`config.mk`:
```
export PLATFORM = sky130hd
export DESIGN_NAME = load_store_unit
export DESIGN_NICKNAME = d
export VERILOG_FILES = /design/src/rtl/lsu_pkg.sv /design/src/rtl/lsu_load_extend.sv /design/src/rtl/load_store_unit.sv
export SDC_FILE = /design/constraint.sdc
export NUM_CORES = 1
export LEC_CHECK = 0
export ABC_CLOCK_PERIOD_IN_PS = 3000
export CAP_MARGIN = 5
export CORE_UTILIZATION = 42
export CTS_CLUSTER_DIAMETER = 200
export CTS_CLUSTER_SIZE = 10
export DETAILED_ROUTE_END_ITERATION = 8
export PLACE_DENSITY = 0.74
export RECOVER_POWER = 100
export SYNTH_ARGS = -nofsm -noshare
export SYNTH_HDL_FRONTEND = slang
export SYNTH_SLANG_ARGS = --single-unit
```
`constraint.sdc`:
```
create_clock -name clk -period 3 [get_ports clk]
set_clock_uncertainty 0.05 [all_clocks]
set_input_delay 0.6 -clock clk [delete_from_list [all_inputs] [get_ports clk]]
set_output_delay 0.6 -clock clk [all_outputs]
set_load 0.03 [all_outputs]
```
`src/rtl/lsu_pkg.sv`:
```
// Shared definitions for the load/store unit: RISC-V load/store funct3 codes,
// FSM state encoding and access-size helpers.
package lsu_pkg;

   localparam logic [2:0] LB  = 3'd0;
   localparam logic [2:0] LH  = 3'd1;
   localparam logic [2:0] LW  = 3'd2;
   localparam logic [2:0] LBU = 3'd4;
   localparam logic [2:0] LHU = 3'd5;
   localparam logic [2:0] SB  = 3'd0;
   localparam logic [2:0] SH  = 3'd1;
   localparam logic [2:0] SW  = 3'd2;

   typedef enum logic [1:0] {
      IDLE,
      ACCESS,
      RESP
   } lsu_state_t;

   // Access size in bytes (1, 2 or 4); the low two funct3 bits encode the width.
   function automatic logic [2:0] size_of(input logic [2:0] funct3);
      case (funct3[1:0])
         2'd0:    return 3'd1;
         2'd1:    return 3'd2;
         default: return 3'd4;
      endcase
   endfunction

   function automatic logic funct3_legal(input logic store, input logic [2:0] funct3);
      if (store) begin
         return funct3 <= SW;
      end
      return (funct3 != 3'd3) && (funct3 != 3'd6) && (funct3 != 3'd7);
   endfunction

endpackage

```
`src/rtl/lsu_load_extend.sv`:
```
// Sign/zero extension of an assembled little-endian load value according to
// the RISC-V load funct3.
module lsu_load_extend
   import lsu_pkg::*;
(
   input  logic [2:0]  funct3_i,
   input  logic [31:0] value_i,
   output logic [31:0] result_o
);

   always_comb begin
      case (funct3_i)
         LB:      result_o = {{24{value_i[7]}}, value_i[7:0]};
         LH:      result_o = {{16{value_i[15]}}, value_i[15:0]};
         LBU:     result_o = {24'd0, value_i[7:0]};
         LHU:     result_o = {16'd0, value_i[15:0]};
         default: result_o = value_i;
      endcase
   end

endmodule

```
`src/rtl/load_store_unit.sv`:
```
// Load/store unit: accepts one request at a time, drives the data memory and
// splits misaligned halfword/word accesses into byte accesses.
module load_store_unit
   import lsu_pkg::*;
#(
   parameter int ADDR_W           = 12,
   parameter bit SPLIT_MISALIGNED = 1'b1
) (
   input  logic              clk,
   input  logic              n_rst,
   input  logic              req_valid,
   output logic              req_ready,
   input  logic              req_store,
   input  logic [2:0]        req_funct3,
   input  logic [ADDR_W-1:0] req_addr,
   input  logic [31:0]       req_wdata,
   output logic              resp_valid,
   output logic [31:0]       resp_rdata,
   output logic              resp_err,
   output logic              mem_MemRead,
   output logic              mem_MemWr,
   output logic [ADDR_W-1:0] mem_addr,
   output logic [2:0]        mem_funct3,
   output logic [31:0]       mem_write_data,
   input  logic [31:0]       mem_data_read
);

   lsu_state_t        state_q, state_d;
   logic              store_q, store_d;
   logic [2:0]        funct3_q, funct3_d;
   logic [ADDR_W-1:0] addr_q, addr_d;
   logic [31:0]       wdata_q, wdata_d;
   logic [1:0]        k_q, k_d;
   logic [1:0]        last_q, last_d;     // index of the final memory cycle (n-1)
   logic              split_q, split_d;
   logic              err_q, err_d;
   logic [31:0]       asm_q, asm_d;

   logic [2:0]  req_size;
   logic        req_aligned;
   logic [4:0]  byte_lsb;
   logic [31:0] ext_rdata;

   assign req_size    = size_of(req_funct3);
   assign req_aligned = (req_size == 3'd1)
                     || ((req_size == 3'd2) && !req_addr[0])
                     || ((req_size == 3'd4) && (req_addr[1:0] == 2'b00));
   assign byte_lsb    = {k_q, 3'b000};

   lsu_load_extend u_load_extend (
      .funct3_i (funct3_q),
      .value_i  (asm_q),
      .result_o (ext_rdata)
   );

   // NOTE: flops use non-blocking assignments so every register samples pre-edge values.
   always_ff @(posedge clk or negedge n_rst) begin
      if (!n_rst) begin
         state_q  <= IDLE;
         store_q  <= 1'b0;
         funct3_q <= 3'd0;
         addr_q   <= '0;
         wdata_q  <= 32'd0;
         k_q      <= 2'd0;
         last_q   <= 2'd0;
         split_q  <= 1'b0;
         err_q    <= 1'b0;
         asm_q    <= 32'd0;
      end else begin
         state_q  <= state_d;
         store_q  <= store_d;
         funct3_q <= funct3_d;
         addr_q   <= addr_d;
         wdata_q  <= wdata_d;
         k_q      <= k_d;
         last_q   <= last_d;
         split_q  <= split_d;
         err_q    <= err_d;
         asm_q    <= asm_d;
      end
   end

   // NOTE: every signal written here gets a default first; a missed branch would infer a latch.
   always_comb begin
      state_d  = state_q;
      store_d  = store_q;
      funct3_d = funct3_q;
      addr_d   = addr_q;
      wdata_d  = wdata_q;
      k_d      = k_q;
      last_d   = last_q;
      split_d  = split_q;
      err_d    = err_q;
      asm_d    = asm_q;
      case (state_q)
         IDLE: begin
            if (req_valid) begin
               store_d  = req_store;
               funct3_d = req_funct3;
               addr_d   = req_addr;
               wdata_d  = req_wdata;
               k_d      = 2'd0;
               asm_d    = 32'd0;
               split_d  = !req_aligned;
               last_d   = req_aligned ? 2'd0 : 2'(req_size - 3'd1);
               if (!funct3_legal(req_store, req_funct3) || (!req_aligned && !SPLIT_MISALIGNED)) begin
                  err_d   = 1'b1;
                  state_d = RESP;
               end else begin
                  err_d   = 1'b0;
                  state_d = ACCESS;
               end
            end
         end
         ACCESS: begin
            if (!store_q) begin
               if (split_q) begin
                  asm_d[byte_lsb +: 8] = mem_data_read[7:0];
               end else begin
                  asm_d = mem_data_read;
               end
            end
            k_d = k_q + 2'd1;
            if (k_q == last_q) begin
               state_d = RESP;
            end
         end
         RESP:    state_d = IDLE;
         default: state_d = IDLE;
      endcase
   end

   // Memory and response outputs decode straight from the state, so an
   // asynchronous reset drops the write enable immediately.
   always_comb begin
      req_ready      = (state_q == IDLE);
      resp_valid     = 1'b0;
      resp_rdata     = 32'd0;
      resp_err       = 1'b0;
      mem_MemRead    = 1'b0;
      mem_MemWr      = 1'b0;
      mem_addr       = '0;
      mem_funct3     = 3'd0;
      mem_write_data = 32'd0;
      case (state_q)
         ACCESS: begin
            mem_MemRead = !store_q;
            mem_MemWr   = store_q;
            if (split_q) begin
               mem_addr       = addr_q + ADDR_W'(k_q);
               mem_funct3     = store_q ? SB : LBU;
               mem_write_data = store_q ? {24'd0, wdata_q[byte_lsb +: 8]} : 32'd0;
            end else begin
               mem_addr       = addr_q;
               mem_funct3     = funct3_q;
               mem_write_data = store_q ? wdata_q : 32'd0;
            end
         end
         RESP: begin
            resp_valid = 1'b1;
            resp_err   = err_q;
            if (!err_q && !store_q) begin
               resp_rdata = split_q ? ext_rdata : asm_q;
            end
         end
         default: ;
      endcase
   end

endmodule
```
==> impl_metrics.tcl, run 1 <==
set metrics [dict create \
    status "finished with violations" \
    violations "DRC" \
    async_flop_share 1.00 \
    grt_pass1_vias 4720 \
    clock-sinks 88 \
    crit_fanout 15 \
    gr-total-overflow 0 \
    totalWireLength_mm 14.5 \
    start_kind "flop" \
    setup_tns_ns 0 \
    powerDensity_nw_per_um2 828 \
    drt-vias-per-instance 5.41 \
    clk_latency_ns 0.33 \
    clkPwrFrac 0.202 \
    start_util 0.436 \
    ff2ff_setup_slack_ns 0.45 \
    setup_viol 0 \
    worst_ep_arrival_time_ns 2.22 \
    post_synth_num_cell_types 47 \
    swShare 0.423 \
    worstReg2RegEnd "asm_q[5]" \
    synth_edf_count 0 \
    area_delta_synth_final_pct 35.0 \
    yosys_warnings 0 \
    die_h_um 111 \
    drive_above_1_share 0.143 \
    clk_pin_slew_ns 0.06 \
    period_share 0.956 \
    wl_per_cell_um 16.4 \
    cts_root_buffer "clkbuf_16" \
    hold_viol 0 \
    drc 30 \
    fmax_ghz 0.349 \
    grt_max_degree 56 \
    track_usage 0.237 \
    syn_inst 590 \
    gp_congestion 0.894 \
    regToRegStartpoint "k_q[0]" \
    critical_path_class "flop to primary output" \
    final_common_cell "nand2_1" \
    avgSynthCellArea_um2 8.51 \
    max_stage_delay_ns 0.80 \
    die_x_um 111 \
    synth_top_area_cell "dfrtp_1" \
    num_antenna_cells 0 \
    min_path_type "input port to async pin" \
    rsz0062_at_grt "false" \
    ant_nets 0 \
    p_int_uw 3240 \
    synth-seq-cells 88 \
    most-common-layout-cells "nand2_1 (176), dfrtp_1 (88), clkdlybuf4s50_1 (82), buf_4 (41), a21oi_1 (40)" \
    whs_ns 0.422 \
    cts_setup_buffers 0 \
    rows 39 \
    nets 828 \
    design_area_um2 6780 \
    antenna_found_initial 0 \
    die_area_um2 12400 \
    ios 167 \
    first_pass_iters 6 \
    dpl.hpwl_mm 10.6 \
    cts_buffers 9 \
    cp_slowest_cell "dlygate4sd3_1" \
    htree_num_levels 3 \
    core_um2 11500 \
    grt_pass1_wl_mm 23.3 \
    synth_top_area_share 0.438 \
    syn-num-nets 682 \
    worst_pin_slew_ns 1.12 \
    critPathRequiredTime_ns 2.35 \
    synth.area.top_cells "dfrtp_1 (44%), nand2_1 (13%), o2bb2ai_1 (4.2%)" \
    drtIter0Drc 298 \
    fin_crit_ns 2.87 \
    relSlewSlack 0.251 \
    leakagePower_uw 0.00309 \
    cts_buffer_depth 2 \
    crit_chain "buf_4 > nand2b_1 > nor2_2 > dlygate4sd3_1" \
    tritoncts "yes" \
    p_seq_frac 0.362 \
    end_kind "primary output" \
    synthFlopType "dfrtp_1" \
    switchingPower_uw 2380 \
    port_buffers 166 \
    place_area_um2 6640 \
    p_comb_frac 0.436 \
    peakVddDrop_mv 0.353 \
    dr_total_vias 4780 \
    r2r.worst_path.cells 7 \
    ys_seq_area_frac 0.438 \
    drv_slew 0 \
    synth_area_um2 5020 \
    max_cap_violations 0 \
]
==> stage by stage <==
stage / cells / setup slack [ns] / total power, µW / utilization
6_report: 884 / 0.131 / 5610 / 0.589
4_1_cts: 884 / 0.110 / 5740 / 0.603
5_1_grt: 884 / 0.00963 / 6020 / 0.589
2_1_floorplan: 590 / 0.336 / 3720 / -
3_5_place_dp: 868 / 0.471 / 4600 / 0.577
3_3_place_gp: 868 / 0.519 / 4500 / 0.577
==> timing repair <==
item / CTS / global route
setup endpoints to repair: 0 / 7
hold buffers: 0 / 0
resized for setup: 0 / 4
==> sequential cells by signal, indices dropped and copies added, names as in the netlist <==
| name | flops |
|---|---|
| store_q | 1 |
| addr_q | 12 |
| err_q | 1 |
| asm_q | 32 |
| k_q | 2 |
| wdata_q | 32 |
| state_q | 2 |
| funct3_q | 3 |
| split_q | 1 |
| last_q | 2 |
==> critical path: cells and delay by family, from the launching register on <==
family / cells / cell delay, ns
buf+inv: 2 / 1.00
flops: 1 / 0.42
simple gates: 2 / 0.47
==> cell usage after synthesis (2+ instances only) <==
| cell type | number |
|---|---|
| nand2_1 | 176 |
| dfrtp_1 | 88 |
| a21oi_1 | 33 |
| and2_1 | 33 |
| buf_2 | 24 |
| o2bb2ai_1 | 24 |
| a22oi_1 | 23 |
| nor2_1 | 22 |
| o21ai_0 | 14 |
| nor2b_1 | 13 |
| mux2i_1 | 11 |
| nand2b_1 | 11 |
| a21oi_2 | 10 |
| xnor2_1 | 10 |
| o31ai_1 | 9 |
| a32o_1 | 8 |
| ha_1 | 8 |
| inv_1 | 8 |
| clkbuf_1 | 7 |
| buf_1 | 6 |
| nor3_1 | 5 |
| o21ai_1 | 5 |
| nand3_1 | 4 |
| and3_1 | 3 |
| and4_1 | 3 |
| buf_6 | 3 |
| or3_1 | 3 |
| clkbuf_2 | 2 |
| nand4_1 | 2 |
| nor2_2 | 2 |
| nor4_1 | 2 |
| nor4b_1 | 2 |
| or2_2 | 2 |
==> power groups by stage <==
stage / Sequential [µW] / Combinational [µW] / Clock, µW
finish: 2030 / 2450 / 1130
detailed placement: 2040 / 2560 / 0
global placement: 2020 / 2490 / 0
CTS: 2030 / 2560 / 1150
global route: 2100 / 2730 / 1200
floorplan: 1920 / 1810 / 0
==> how the worst max path moves through the flow <==
stage	startpoint	to	cells past startpoint
final	state_q[1]	mem_MemRead	4
after global routing	addr_q[0]	mem_addr[8]	7
after CTS	addr_q[0]	mem_addr[6]	7
after detailed placement	req_valid	k_q[0]	5
after global placement	req_valid	k_q[0]	5
after floorplan	k_q[1]	mem_addr[6]	6
==> kinds of logic (layout without fill, tap and decap cells) <==
| kind of cell | count (synthesis) | count (layout) | synth area share |
|---|---|---|---|
| xor+xnor | 10 | 10 | 0.0174 |
| simple gates | 289 | 289 | 0.264 |
| buf+inv | 52 | 203 | 0.0506 |
| compound gates | 131 | 131 | 0.184 |
| mux | 11 | 11 | 0.0219 |
| fa+ha+maj | 9 | 9 | 0.0239 |
| flops | 88 | 88 | 0.438 |
==> cell type report <==
type | count | area, µm²
clock inverter | 3 | 40.0
multi-input combinational | 450 | 2550
tap | 143 | 179
sequential | 88 | 2200
inverter | 9 | 33.8
fill | 1064 | 4730
timing repair buffer | 178 | 1520
clock buffer | 13 | 260
==> layer usage <==
| layer | track usage | vias up | wire length [µm] |
|---|---|---|---|
| li1 | - | 2291 | - |
| met1 | 0.308 | 2231 | 6280 |
| met2 | 0.382 | 221 | 6660 |
| met3 | 0.0479 | 37 | 1070 |
| met4 | 0.108 | 0 | 460 |
| met5 | 0 | - | 0 |
(Power assumes the default switching activity.)
==> run 2: changes to the inputs <==
Settings changed: CORE_MARGIN set to 3.
==> run 2 against run 1 <==
The run ends with capacitance limit, slew limit left. Register-to-register slack worse by 0.11 ns. Flip-flop and latch count stayed put. Non-clock buffer count increased by 2. Highest routed layer unchanged. Global-route usage decreased by 1.5 points. Design area hardly changed. Largest cell class unchanged. Power decreased by 0.49%. Critical endpoint is now mem_write_data[2]. Critical path depth grew 2. Clock power about the same.
==> impl_metrics.tcl, run 2 (synthesis results as in run 1) <==
set metrics [dict create \
    status "finished with violations" \
    violations "capacitance limit, slew limit" \
    crit_fanout 16 \
    peakVddDrop_mv 0.375 \
    dpl.hpwl_mm 10.9 \
    drt-vias-per-instance 5.34 \
    clk_pin_slew_ns 0.06 \
    worstPathBufferInverterCount 4 \
    max_cap_violations 1 \
    powerDensity_nw_per_um2 824 \
    cts_buffers 9 \
    hold_viol 0 \
    drive_above_1_share 0.136 \
    gp_congestion 0.867 \
    cts_hold_buf 0 \
    num_antenna_cells 0 \
    worst_pin_slew_ns 1.63 \
    worst_ep_arrival_time_ns 2.27 \
    rsz0062_at_grt "false" \
    fillers 1071 \
    core_um2 11600 \
    first_pass_iters 5 \
    dr_total_vias 4731 \
    grt_max_degree 59 \
    drtIter0Drc 475 \
    most-common-layout-cells "nand2_1 (177), dfrtp_1 (88), clkdlybuf4s50_1 (80), a21oi_1 (41), buf_4 (37)" \
    reg.largest.list "asm_q (32), wdata_q (32), addr_q (12)" \
    clock-sinks 88 \
    clk_latency_ns 0.34 \
    die_h_um 115 \
    grt_pass1_wl_mm 23.3 \
    critPathRequiredTime_ns 2.35 \
    drc 0 \
    max_stage_delay_ns 0.50 \
    die_area_um2 13300 \
    cp_slowest_cell "clkbuf_1" \
    track_usage 0.222 \
    area_delta_synth_final_pct 35.0 \
    start_util 0.434 \
    gr-total-overflow 0 \
    ant_nets 0 \
    period_share 0.973 \
    leakagePower_uw 0.00309 \
    post-route-util 0.586 \
    seqCellArea_um2 2200 \
    htree_num_levels 3 \
    setup_viol 0 \
    tritoncts "yes" \
    min_path_type "flop to flop" \
    port_buffers 166 \
    cts_root_buffer "clkbuf_16" \
    critical_path_class "flop to primary output" \
    antenna_found_initial 0 \
    final_common_cell "nand2_1" \
    start_kind "flop" \
    ios 167 \
    setup_tns_ns 0 \
    rows 39 \
    fin_crit_ns 2.92 \
    cts_buffer_depth 2 \
    totalWireLength_mm 14.7 \
    grt_pass1_vias 4673 \
    fmax_ghz 0.343 \
    multi_input_area_um2 2540 \
    wl_per_cell_um 16.6 \
    die_x_um 115 \
    relSlewSlack -0.0882 \
    nets 830 \
    end_kind "primary output" \
    drv_slew 32 \
    crit_chain "buf_4 > inv_1 > clkbuf_1 > o31ai_1 > a21oi_1 > clkbuf_2" \
    cp_top_family "buffers and inverters" \
]
-- run 2: changes by cell type in the layout (fill, tap and decap cells not counted), moves of 2 or more --
| cell | previous run | this run |
|---|---|---|
| clkbuf_4 | 0 | 3 |
| and2_1 | 16 | 18 |
| buf_2 | 2 | 5 |
| and2_0 | 18 | 16 |
| buf_4 | 41 | 37 |
| clkdlybuf4s50_1 | 82 | 80 |
| dlygate4sd3_1 | 15 | 18 |
| clkbuf_1 | 5 | 9 |
| clkbuf_2 | 32 | 26 |
-- run 2: routing by layer --
layer,up-vias,track usage,part of all wire
met5,-,0,0
met4,0,0.0822,0.020
met3,23,0.0432,0.078
met2,217,0.356,0.47
met1,2184,0.299,0.44
li1,2307,-,-
-- run 2: worst reg2reg max path: stages (launching register included) --
cell and delay (ns):
dfrtp_1 0.39, buf_4 0.22, inv_1 0.09, clkbuf_1 0.50
ha_1 0.27, and2b_1 0.23, o21ai_4 0.27, nand2b_1 0.25
a32o_1 0.27
-- run 2: final timing paths --
check	from	to	slack, ns	cells past startpoint
max	k_q[0]	mem_write_data[2]	0.08	6
max reg2reg	k_q[0]	asm_q[2]	0.34	8
min	wdata_q[0]	wdata_q[0]	0.43	2
min in group asynchronous	n_rst	asm_q[11]	0.62	1
min reg2reg	wdata_q[0]	wdata_q[0]	0.43	2
max in group asynchronous	n_rst	addr_q[4]	0.62	2
-- run 2: cell type report --
type,count,area share
multi-input combinational,450,0.375
sequential,88,0.325
timing repair buffer,180,0.225
clock buffer,11,0.0358
tap,143,0.0264
clock inverter,5,0.00830
inverter,9,0.00498
-- run 2: timing repair --
action,4_1_cts,5_1_grt
endpoints found under the setup margin,0,3
resized for setup,0,2
buffers inserted,0,0
-- run 2: per-stage QoR --
step                std cells  setup WS [ns]  hold WS [ns]  total power (µW)  cell area [µm²]
global route              886        0.00431         0.451              6010             6780
floorplan                 590          0.336         0.254              3720             5020
CTS                       886          0.103         0.142              5730             6950
finish                    886         0.0813         0.430              5590             6780
detailed placement        870          0.462         0.415              4600             6650
global placement          870          0.502         0.404              4520             6650
-- run 2: power by group --
part / switching, µW / internal [µW]
Sequential: 388 / 1650
Clock: 442 / 666
Combinational: 1540 / 900
Total: 2370 / 3210
